==> config.mk <==
export PLATFORM = sky130hd
export DESIGN_NAME = fetch_sequencer
export DESIGN_NICKNAME = d
export VERILOG_FILES = /design/src/rtl/fetch_pkg.sv /design/src/rtl/fetch_sequencer_next_pc_calc.sv /design/src/rtl/fetch_sequencer.sv
export SDC_FILE = /design/constraint.sdc
export NUM_CORES = 1
export LEC_CHECK = 0
export CAP_MARGIN = 20
export CORE_AREA = 2 2 104 96
export CTS_CLUSTER_SIZE = 28
export DETAILED_ROUTE_END_ITERATION = 12
export DIE_AREA = 0 0 106 98
export PLACE_DENSITY = 0.84
export SLEW_MARGIN = 20
export SYNTH_ARGS = -nofsm -noshare
export SYNTH_HDL_FRONTEND = slang
export SYNTH_SLANG_ARGS = --single-unit
==> constraint.sdc <==
create_clock -name clk -period 2.6 [get_ports clk]
set_input_delay 0.52 -clock clk [delete_from_list [all_inputs] [get_ports clk]]
set_output_delay 0.52 -clock clk [all_outputs]
set_load 0.1 [all_outputs]
==> src/rtl/fetch_pkg.sv <==
// Shared types and defaults for the instruction fetch sequencer.
package fetch_pkg;

  localparam int unsigned AW_DEF      = 16;
  localparam int unsigned DW_DEF      = 16;
  localparam int unsigned TIMEOUT_DEF = 15;
  localparam logic [15:0] RESET_VEC_DEF = 16'h0000;

  typedef enum logic [1:0] {
    IDLE,
    REQ,
    HOLD,
    UPDATE
  } state_t;

  typedef enum logic [1:0] {
    SEL_SEQ,
    SEL_BR,
    SEL_JMP,
    SEL_FLUSH
  } pc_sel_t;

  // Redirect priority: flush > jump > taken branch > sequential.
  function automatic pc_sel_t pc_select(input logic flush, input logic jmp, input logic br_taken);
    pc_sel_t sel;
    if (flush)         sel = SEL_FLUSH;
    else if (jmp)      sel = SEL_JMP;
    else if (br_taken) sel = SEL_BR;
    else               sel = SEL_SEQ;
    return sel;
  endfunction

endpackage

==> src/rtl/fetch_sequencer_next_pc_calc.sv <==
// Combinational next-PC target: sequential, relative branch, absolute jump or flush.
module next_pc_calc
  import fetch_pkg::*;
#(
  parameter int unsigned AW = AW_DEF
) (
  input  logic [AW-1:0] pc_in,
  input  logic          br_taken,
  input  logic [7:0]    br_off,
  input  logic          jmp,
  input  logic [AW-1:0] jmp_target,
  input  logic          flush,
  input  logic [AW-1:0] flush_target,
  output logic [AW-1:0] target
);

  pc_sel_t       sel;
  logic [AW-1:0] seq_pc;
  logic [AW-1:0] off_ext;

  always_comb begin
    sel     = pc_select(flush, jmp, br_taken);
    seq_pc  = pc_in + AW'(1);
    off_ext = {{(AW-8){br_off[7]}}, br_off};
    case (sel)
      SEL_FLUSH: target = flush_target;
      SEL_JMP:   target = jmp_target;
      SEL_BR:    target = seq_pc + off_ext;
      default:   target = seq_pc;
    endcase
  end

endmodule

==> src/rtl/fetch_sequencer.sv <==
// Closes the loop around the PC: fetch at pc_in, hold the word for the decoder,
// then strobe the computed next PC back into the PC register.
module fetch_sequencer
  import fetch_pkg::*;
#(
  parameter int unsigned   AW        = AW_DEF,
  parameter int unsigned   DW        = DW_DEF,
  parameter logic [AW-1:0] RESET_VEC = AW'(RESET_VEC_DEF),
  parameter int unsigned   TIMEOUT   = TIMEOUT_DEF
) (
  input  logic          clk,
  input  logic          rst_n,
  input  logic [AW-1:0] pc_in,
  output logic [AW-1:0] next_pc,
  output logic          pc_we,
  output logic          imem_req,
  output logic [AW-1:0] imem_addr,
  input  logic          imem_ack,
  input  logic [DW-1:0] imem_data,
  output logic [DW-1:0] instr,
  output logic          instr_valid,
  input  logic          dec_ready,
  input  logic          br_taken,
  input  logic [7:0]    br_off,
  input  logic          jmp,
  input  logic [AW-1:0] jmp_target,
  input  logic          flush,
  input  logic [AW-1:0] flush_target,
  output logic          fetch_err
);

  localparam int unsigned CW = $clog2(TIMEOUT + 1);

  state_t        state_q, state_d;
  logic [CW-1:0] cnt_q, cnt_d;
  logic          flush_pend_q, flush_pend_d;
  logic [AW-1:0] pend_target_q, pend_target_d;
  logic [AW-1:0] next_pc_d;
  logic          pc_we_d, imem_req_d, instr_valid_d, fetch_err_d;
  logic [DW-1:0] instr_d;
  logic [AW-1:0] calc_target;

  assign imem_addr = pc_in;

  next_pc_calc #(.AW(AW)) u_calc (
    .pc_in        (pc_in),
    .br_taken     (br_taken),
    .br_off       (br_off),
    .jmp          (jmp),
    .jmp_target   (jmp_target),
    .flush        (flush),
    .flush_target (flush_target),
    .target       (calc_target)
  );

  always_ff @(posedge clk or negedge rst_n) begin
    if (!rst_n) begin
      state_q       <= IDLE;
      cnt_q         <= '0;
      flush_pend_q  <= 1'b0;
      pend_target_q <= '0;
      next_pc       <= RESET_VEC;
      pc_we         <= 1'b0;
      imem_req      <= 1'b0;
      instr         <= '0;
      instr_valid   <= 1'b0;
      fetch_err     <= 1'b0;
    end else begin
      state_q       <= state_d;
      cnt_q         <= cnt_d;
      flush_pend_q  <= flush_pend_d;
      pend_target_q <= pend_target_d;
      next_pc       <= next_pc_d;
      pc_we         <= pc_we_d;
      imem_req      <= imem_req_d;
      instr         <= instr_d;
      instr_valid   <= instr_valid_d;
      fetch_err     <= fetch_err_d;
    end
  end

  // Registered outputs are decoded from the state being entered, so each is
  // stable for exactly the cycles spent in that state.
  always_comb begin
    state_d       = state_q;
    flush_pend_d  = flush_pend_q;
    pend_target_d = pend_target_q;
    next_pc_d     = next_pc;
    instr_d       = instr;
    fetch_err_d   = fetch_err;

    case (state_q)
      IDLE: begin
        state_d   = UPDATE;
        next_pc_d = flush ? flush_target : RESET_VEC;
      end
      REQ: begin
        if (flush) begin
          flush_pend_d  = 1'b1;
          pend_target_d = flush_target;
        end
        if (imem_ack) begin
          if (flush || flush_pend_q) begin
            // Redirected fetch: the returned word is dropped.
            state_d      = UPDATE;
            next_pc_d    = flush ? flush_target : pend_target_q;
            flush_pend_d = 1'b0;
          end else begin
            state_d = HOLD;
            instr_d = imem_data;
          end
        end else if (cnt_q == CW'(TIMEOUT - 1)) begin
          // A pending redirect still wins over retrying the stalled address.
          state_d      = UPDATE;
          fetch_err_d  = 1'b1;
          flush_pend_d = 1'b0;
          if (flush)             next_pc_d = flush_target;
          else if (flush_pend_q) next_pc_d = pend_target_q;
          else                   next_pc_d = pc_in;
        end
      end
      HOLD: begin
        if (flush || dec_ready) begin
          state_d   = UPDATE;
          next_pc_d = calc_target;
        end
      end
      UPDATE: begin
        if (flush) next_pc_d = flush_target;
        else       state_d   = REQ;
      end
      default: state_d = IDLE;
    endcase

    cnt_d         = (state_q == REQ) ? cnt_q + CW'(1) : '0;
    pc_we_d       = (state_d == UPDATE);
    imem_req_d    = (state_d == REQ);
    instr_valid_d = (state_d == HOLD);
  end

endmodule

# After elaboration in Yosys (flattened, before gate mapping)
# Index checks and enable logic that the tools add are counted.
[classes] reduce_logical=6 n_mux=25 n_eq_ne=14 bitwise=2 addsub=3
[ops] operator="16-bit two-way mux" count=9
[ops] operator="16-bit case mux with 4 select lines" count=1
[ops] operator="16-bit case mux with 3 select lines" count=1
[ops] operator="16-bit by 1-bit adder with 16-bit output, second input constant" count=1
[ops] operator="16-bit adder" count=1
[ops] operator="2-bit == test, second input constant" count=6
[ops] operator="2-bit two-way mux" count=6
[ops] operator="2-bit case mux with 4 select lines" count=1
[ops] operator="2-bit by 1-bit == test with 1-bit output, second input constant" count=3
[ops] operator="1-bit two-way mux" count=6
[ops] operator="3-bit inequality test, second input constant" count=2
[ops] operator="3-bit AND reduction" count=2
[ops] operator="4-bit by 1-bit adder with 4-bit output, second input constant" count=1
[ops] operator="4-bit == test, second input constant" count=1
[ops] operator="4-bit two-way mux" count=1
[ops] operator="2-bit inequality test, second input constant" count=2
[ops] operator="4-bit AND reduction" count=1
[ops] operator="2-bit zero test" count=1
[ops] operator="1-bit logical OR" count=2
[ops] operator="1-bit inverter" count=2
[totals] output_inout_bits=52 in_bits=79 reg_bits=59

# Depth between registers and ports, before layout
# Gate-level depths: netlist of run 1.
[logic_depth] depth_word=7 mapped_depth=11 depth_no_buf=11

# Modules after synthesis
# A second synthesis of run 1 with hierarchy kept.
[unflattened] hier_cells=448 hier_area_um2=4426.7
[modules_own_cells] mod="fetch_sequencer" area_per_inst_um2=2926.6 cells_per_inst=233 seq_area_each_um2=1476.4 instances=1
[modules_own_cells] mod="next_pc_calc" area_per_inst_um2=1500.2 cells_per_inst=215 seq_area_each_um2=0.0 instances=1

# Worst setup path before layout of run 1
# OpenSTA, ideal clock, no wires.
[synth_path] path_kind="in2reg" from="in pc_in[0]" to="reg next_pc[12]" slack_ns=-0.148 n_path_buf=0 t_arrival_ns=2.614 stages=10 setup_time_ns=0.134 t_required_ns=2.466 path_cell_list="ha_1 > and4_1 > nand4_1 > xnor2_1 > ha_1 > and3_1 > and3_1 > a2111oi_0 > xor2_1 > o211ai_1"
[synth_between] elab_chain_cells=5
[synth_lines] item="start, declared" line="fetch_sequencer.sv:13" text="input logic [AW-1:0] pc_in,"
[synth_lines] item="16-bit by 1-bit adder with 16-bit output (*)" line="fetch_sequencer_next_pc_calc.sv:23" text="seq_pc = pc_in + AW'(1);"
[synth_lines] item="16-bit adder" line="fetch_sequencer_next_pc_calc.sv:28" text="SEL_BR: target = seq_pc + off_ext;"
[synth_lines] item="16-bit case mux with 3 select lines (*)" line="fetch_sequencer_next_pc_calc.sv:25" text="case (sel)"
[synth_lines] item="16-bit two-way mux (*)" line="fetch_sequencer.sv:123" text="if (flush || dec_ready) begin"
[synth_lines] item="16-bit case mux with 4 select lines (*)" line="fetch_sequencer.sv:92" text="case (state_q)"
[synth_lines] item="end signal, assigned" line="fetch_sequencer.sv:73" text="next_pc <= next_pc_d;"
[synth_lines] item="end, declared" line="fetch_sequencer.sv:14" text="output logic [AW-1:0] next_pc,"
# Mark *: on every way between the ends. The rest lies on a longest branch, timed or not. The select of a mux whose other input is x is not followed.
# A chain may end at the register's enable or synchronous reset.

# Worst setup path after layout of run 1
[layout_path] from="in pc_in[4]" to="reg next_pc[12]"
# Same word-level chain as after synthesis.

==> results of run 1 <==
[power groups by stage]
stage	combinational [mW]	clock, mW	sequential (mW)
2_1_floorplan	1.26	0	3.44
3_3_place_gp	4.16	0	1.59
3_5_place_dp	4.22	0	1.62
4_1_cts	4.29	0.755	1.61
5_1_grt	4.54	0.795	1.66
6_report	4.38	0.752	1.62
[per-layer routing]
metal | share of wire (%) | global-route usage [%]
met4 | 2.6 | 11.3
met3 | 9.1 | 5.67
met5 | 0 | 0
met1 | 41 | 41.7
met2 | 47 | 51.6
[area by class of cell]
class	instances	area [µm²]	area share, %
Multi-Input combinational cell	383	3130	43.9
Timing Repair Buffer	228	2150	30.0
Sequential cell	59	1480	20.7
Tap cell	126	158	2.21
Clock buffer	10	138	1.93
Inverter	16	60.1	0.841
Clock inverter	5	30.0	0.420
[kinds of logic (layout without fill, tap and decap cells)]
logic type,Yosys count,in the layout,share of synthesized area (%)
DFF,59,59,32.9
xor gates and xnor gates,26,26,5.08
buffers and inverters,57,259,7.05
adders and majority gates,20,20,5.74
and+or+nand+nor,133,133,14.8
AOI/OAI and AO/OA,157,157,22.9
muxes,47,47,11.5
[registers in the layout, indices dropped and copies added (netlist names)]
register,flops
pc_we,1
fetch_err,1
flush_pend_q,1
pend_target_q,16
imem_req,1
instr_valid,1
instr,16
cnt_q,4
next_pc,16
state_q,2
[final timing paths]
kind / start / to / cells past startpoint / slack, ns
min in group clk: fetch_err / fetch_err / 1 / 0.49
worst max-delay path: pc_in[4] / next_pc[12] / 11 / 0.06
worst min register to register: fetch_err / fetch_err / 1 / 0.49
worst max register to register: state_q[1] / next_pc[8] / 6 / 0.52
worst min-delay path: rst_n / pend_target_q[7] / 1 / 0.16
max in group asynchronous: rst_n / pend_target_q[10] / 2 / 1.82
[cells in the mapped netlist (8+ instances only)]
library cell,n
a21boi_0,10
a21oi_1,46
a22oi_1,8
buf_4,17
clkbuf_1,9
dfrtp_1,59
ha_1,19
inv_1,15
mux2_2,36
mux2i_1,10
nand2_1,42
nand3_1,10
nor2_1,28
nor2b_1,8
nor3_1,10
o211ai_1,8
o21ai_0,24
o22ai_1,8
xnor2_1,17
xor2_1,9
[stage by stage]
stage          util [%]  setup TNS [ns]  setup WS [ns]  power [mW]  instances
2_1_floorplan         -               0        0.00568        4.70        499
3_3_place_gp       68.4           -9.88          -1.03        5.74        796
3_5_place_dp       68.4          -10.40          -1.02        5.84        796
4_1_cts            73.1               0        0.00166        6.65        820
5_1_grt            76.0         -0.0175        -0.0175        7.00        827
6_report           76.0               0         0.0635        6.75        827
[what timing repair did]
action	4_1_cts	5_1_grt
pin swaps	23	34
setup buffers	9	7
gates resized for setup	64	68
endpoints found under the setup margin	12	10
gates cloned	0	0
==> impl_metrics.json, run 1 <==
{
  "root_buffer": "clkbuf_8",
  "first_iter_violations": 420,
  "ant_nets": 0,
  "ir_drop_mv": 1.11,
  "hold_viol": 0,
  "power_frac_seq_pct": 24.0,
  "grt_pass1_wl_mm": 25.7,
  "combinationalPowerShare_pct": 64.8,
  "cts_htree_levels": 3,
  "crit_type": "primary input to flip-flop",
  "drc": 0,
  "first_global_vias": 4995,
  "pin_count": 131,
  "area_growth_pct": 59.2,
  "first_pass_iters": 5,
  "placed_cell_area_um2": 6430,
  "clockBufferDepth": 2,
  "dr_total_vias": 4927,
  "synth.avg_cell_area_um2": 8.99,
  "synth_top_area_share_pct": 32.9,
  "grt_usage_pct": 31.4,
  "cpMaxStageDelayCell": "a2111oi_4",
  "port_buffers": 130,
  "final_cell_area_um2": 7140,
  "mappedNetlistArea_um2": 4490,
  "grt-ovfl-total": 0,
  "critPathBufInv": 1,
  "cts_hold_repair.buffers": 0,
  "swShare_pct": 55.3,
  "power_switching_mw": 3.73,
  "synth_area_leaders": "dfrtp_1 33%, mux2_2 9.0%, ha_1 5.3%, a21oi_1 5.1%, nand2_1 3.5%",
  "n_fill_cell": 658,
  "max_slew_margin_pct": 63.0,
  "crit_chain": "buf_8 -> and3_4 -> and4_4 -> nand4_1 -> xnor2_2 -> ha_4 -> and3_4 -> and3_4 -> a2111oi_4 -> xor2_1 -> o211ai_1",
  "p_leak_nw": 3.12,
  "drt-wirelength-per-cell_um": 20.1,
  "yosysSeqAreaShare_pct": 32.9,
  "clk_pin_slew_ns": 0.07,
  "setup_violations": 0,
  "synth_ff_type": "dfrtp_1",
  "clock-sinks": 59,
  "power.density_nw_per_um2": 945,
  "crit_top_cell": "and3_4",
  "crit_arrival_ns": 2.75,
  "antenna_cells": 0,
  "cts_tree": "done",
  "slew_violations": 0,
  "slowest_delay_ns": 0.32,
  "crit_path_end_kind": "flip-flop",
  "fin_worst_skew_ns": 0.0115,
  "die_x_um": 106,
  "layout.nets": 796,
  "layout_min_cycle_time_ns": 2.54,
  "synth_area_leader_cell": "dfrtp_1",
  "hold_path_class": "primary input to async pin",
  "layout_common_cells": "127 x buf_4, 62 x clkdlybuf4s50_1, 59 x dfrtp_1, 40 x nand2_1, 40 x a21oi_1",
  "hpwl_mm": 12.2,
  "p_int_mw": 3.02,
  "crit_required_ns": 2.82,
  "antenna_found_initial": 0,
  "synth_edf_count": 0,
  "via_per_inst": 5.96,
  "cp-start-kind": "primary input",
  "finalCritPeriodShare_pct": 97.6,
  "postSynthCellCount": 499,
  "fmax_mhz": 394,
  "path_max_fanout": 5,
  "yosysUniqueCellTypes": 64,
  "clkPwrFrac_pct": 11.1,
  "ys_ff_latch": 59,
  "place_congestion": 0.899,
  "core_area_um2": 9400,
  "initial_core_util_pct": 47.7,
  "insertion_delay_ns": 0.34,
  "yosysWarnings": 0,
  "async_reset_ff_share_pct": 100,
  "core.rowCount": 34,
  "outcome": "complete, no violations",
  "cts_buffers": 9,
  "final_common_cell": "buf_4",
  "hold_ws_ns": 0.164,
  "tightest_slew_ns": 0.554,
  "cap_violations": 0,
  "wl_mm": 16.6,
  "dieArea_um2": 10400,
  "synth_nets": 598,
  "drive_gt1_share_pct": 39.7,
  "grt_max_degree": 43,
  "die_h_um": 98,
  "path_delay_family": "simple AND/OR/NAND/NOR gates"
}
Power figures use the tool's default switching activity.
==> run 2, diff against run 1 <==
CAP_MARGIN = 10   (was 20)
==> results of run 2 <==
No change in the layout: final DEF, timing and power equal those of run 1.
==> run 3, diff against run 2 <==
CTS_CLUSTER_DIAMETER = 30   (was unset)
==> results of run 3 <==
No change in the layout: final DEF, timing and power equal those of run 1.
==> RTL change (settings of run 2) <==
Change the package constant `TIMEOUT_DEF` from 15 to 30.
--- a/src/rtl/fetch_pkg.sv
+++ b/src/rtl/fetch_pkg.sv
@@ -5,3 +5,3 @@
   localparam int unsigned DW_DEF      = 16;
-  localparam int unsigned TIMEOUT_DEF = 15;
+  localparam int unsigned TIMEOUT_DEF = 30;
   localparam logic [15:0] RESET_VEC_DEF = 16'h0000;
Function: no difference found for any inputs over 4 cycles, from zero or initial values and one cycle with rst_n low; that may be too few to reach the edited logic, so the function may still have changed.
==> RTL change against run 2 <==
  * Total power increased by 2.9%
  * Critical endpoint is now next_pc[6]
  * Highest routed layer unchanged
  * Final area rose by 2.3%
  * First-iteration DRC count fell by 18%
  * Synthesized cell count increased by 1.4%
  * Worst setup slack got worse by 58 ps
  * Maximum frequency shrank 2.2%
  * Count of clock-buffer cells in the layout stayed put
  * Area after synthesis rose by 3.4%
  * Sequential cell count is 1 higher
  * Combinational power up 2%
  * Sequential share of layout area shrank 0.13 points
  * Critical path depth rose by 2
  * Routed wire length increased by 2.5%
==> RTL change: results (changes against run 2) <==
- Avg Vias per Cell: 6.00 (was 5.96)
- Mapped Cells: 506 (was 499)
- Clock skew: 12.2 ps (was 11.5 ps)
- 1st-iter DRT viols: 344 (was 420)
- Synth Area in Adders: 6.10% (was 5.74%)
- R2r setup slk: 390 ps (was 520 ps)
- Worst slack, placed: -871 ps (was -1020 ps)
- Sequential cell area fraction in the yosys report: 32.4% (was 32.9%)
- XOR/XNOR share of the synthesized area: 5.64% (was 5.08%)
- Reg2Reg Launch Point: state_q[1] (unchanged)
- R2R depth: 8 (was 6)
- Leakage: 0.00318 uW (was 0.00312 uW)
- Clk Latency, worst-skew pair: 340 ps (about the same)
- Max IR drop VDD: 0.984 mV (was 1.11 mV)
- GPL Wtd Cong: 0.913 (was 0.899)
- Compound-Gate Fraction of Synth Area: 23.2% (was 22.9%)
- Final Non-Filler Cells: 839 (was 827)
- Root Driver: clkbuf_8 (unchanged)
- First-pass GRT wire length: 25.7 mm (about the same)
- Status: finished, final reports clean (unchanged)
- YS warnings: 0 (unchanged)
- Largest cells by area after synthesis: dfrtp_1 32%, mux2_2 7.5%, ha_1 5.7% (was dfrtp_1 33%, mux2_2 9.0%, ha_1 5.3%)
- Met3 Usage GRT: 6.81% (was 5.67%)
- Share of layout cells above drive strength 1: 40.5% (was 39.7%)
- Critical Path Fanout Max: 3 (was 5)
- Vias in the first global route: 5067 (was 4995)
- Least-Margin Pin Slew: 1030 ps (was 554 ps)
- M1 GR Usage: 39.2% (was 41.7%)
- CTS Buf Count: 9 (unchanged)
- Yosys cell types: 74 (was 64)
- Syn nets: 607 (was 598)
- Main synth FF type: dfrtp_1 (unchanged)
- Fill cells: 621 (was 658)
- Detailed placer's ending HPWL: 12.3 mm (was 12.2 mm)
- Worst EP arrival: 2850 ps (was 2750 ps)
- Final WL: 17.0 mm (was 16.6 mm)
- M2 GR Usage: 53.8% (was 51.6%)
- Cells after DPL: 810 (was 796)
- Post-synth top cells: 60 x dfrtp_1, 52 x a21oi_1, 39 x nor2_1 (was 59 x dfrtp_1, 46 x a21oi_1, 42 x nand2_1)
- Antenna diode count: 0 (unchanged)
- Initial DRT Pass Iterations: 5 (unchanged)
- Mux cell area share after synthesis: 11.0% (was 11.5%)
- Largest net degree at the start of global routing: 61 (was 43)
- Worst Hold Class: in2async (unchanged)
- Total track usage: 31.6% (was 31.4%)
- Worst reg2reg endpoint: next_pc[12] (was next_pc[8])
==> RTL change: metal layers <==
metal	vias to the layer above	wire length [um]
met5	-	0
li1	2225	-
met3	68	1610
met1	2413	6420
met4	0	759
met2	327	8230
==> RTL change: logic make-up (layout without fill, tap and decap cells) <==
group	Yosys count	count (layout)
xor gates and xnor gates	29	29
muxes	47	47
adders and majority gates	22	22
and+or+nand+nor	133	133
DFF	60	60
buffers and inverters	58	265
AOI/OAI and AO/OA	157	157
==> RTL change: critical path, stage by stage <==
cell and delay [ps]:
buf_6 90, buf_6 110, nand3_4 100, buf_4 170, nor2_2 130, xor2_2 240, ha_4 270, o2111ai_4 110
nand3b_4 110, xor2_1 180, mux2i_1 130, a2111o_1 460, a211oi_2 220
==> RTL change: how the worst max path moves through the flow <==
stage	depth (start not counted)	to	slack, ps	start
global placement	14	next_pc[15]	-820	pc_in[1]
floorplan	12	next_pc[13]	3	pc_in[0]
detailed placement	12	next_pc[6]	-870	pc_in[1]
finish	13	next_pc[6]	6	pc_in[0]
CTS	13	next_pc[12]	3	pc_in[4]
global route	12	next_pc[6]	-110	pc_in[1]
==> RTL change: where the power goes <==
part / internal (uW) / switching [uW] / total (uW)
Combinational: 1340 / 3110 / 4450
Sequential: 1340 / 320 / 1660
Clock: 458 / 376 / 834
==> RTL change: metrics by stage <==
step                util (%)  instance area, um^2  hold WS, ps
floorplan                  -                 4660          224
global placement        70.1                 6590          460
detailed placement      70.1                 6590          476
CTS                     74.8                 7040          368
global route            77.7                 7310          408
finish                  77.7                 7310          339
==> RTL change: final cells by class <==
class / instances / area [um^2] / share of cell area [%]
clock buffer: 10 / 138 / 1.88
timing repair buffer: 232 / 2150 / 29.4
multi-input combinational: 388 / 3240 / 44.3
sequential: 60 / 1500 / 20.5
tap: 126 / 158 / 2.16
inverter: 18 / 71.3 / 0.976
clock inverter: 5 / 52.6 / 0.719
==> RTL change: repair_timing <==
action,in CTS,in global routing
pin swaps,27,36
endpoints found under the setup margin,14,13
resized for setup,66,53
gates cloned,0,0
buffers inserted,6,8
hold endpoints to repair,0,0
hold buffers,0,0
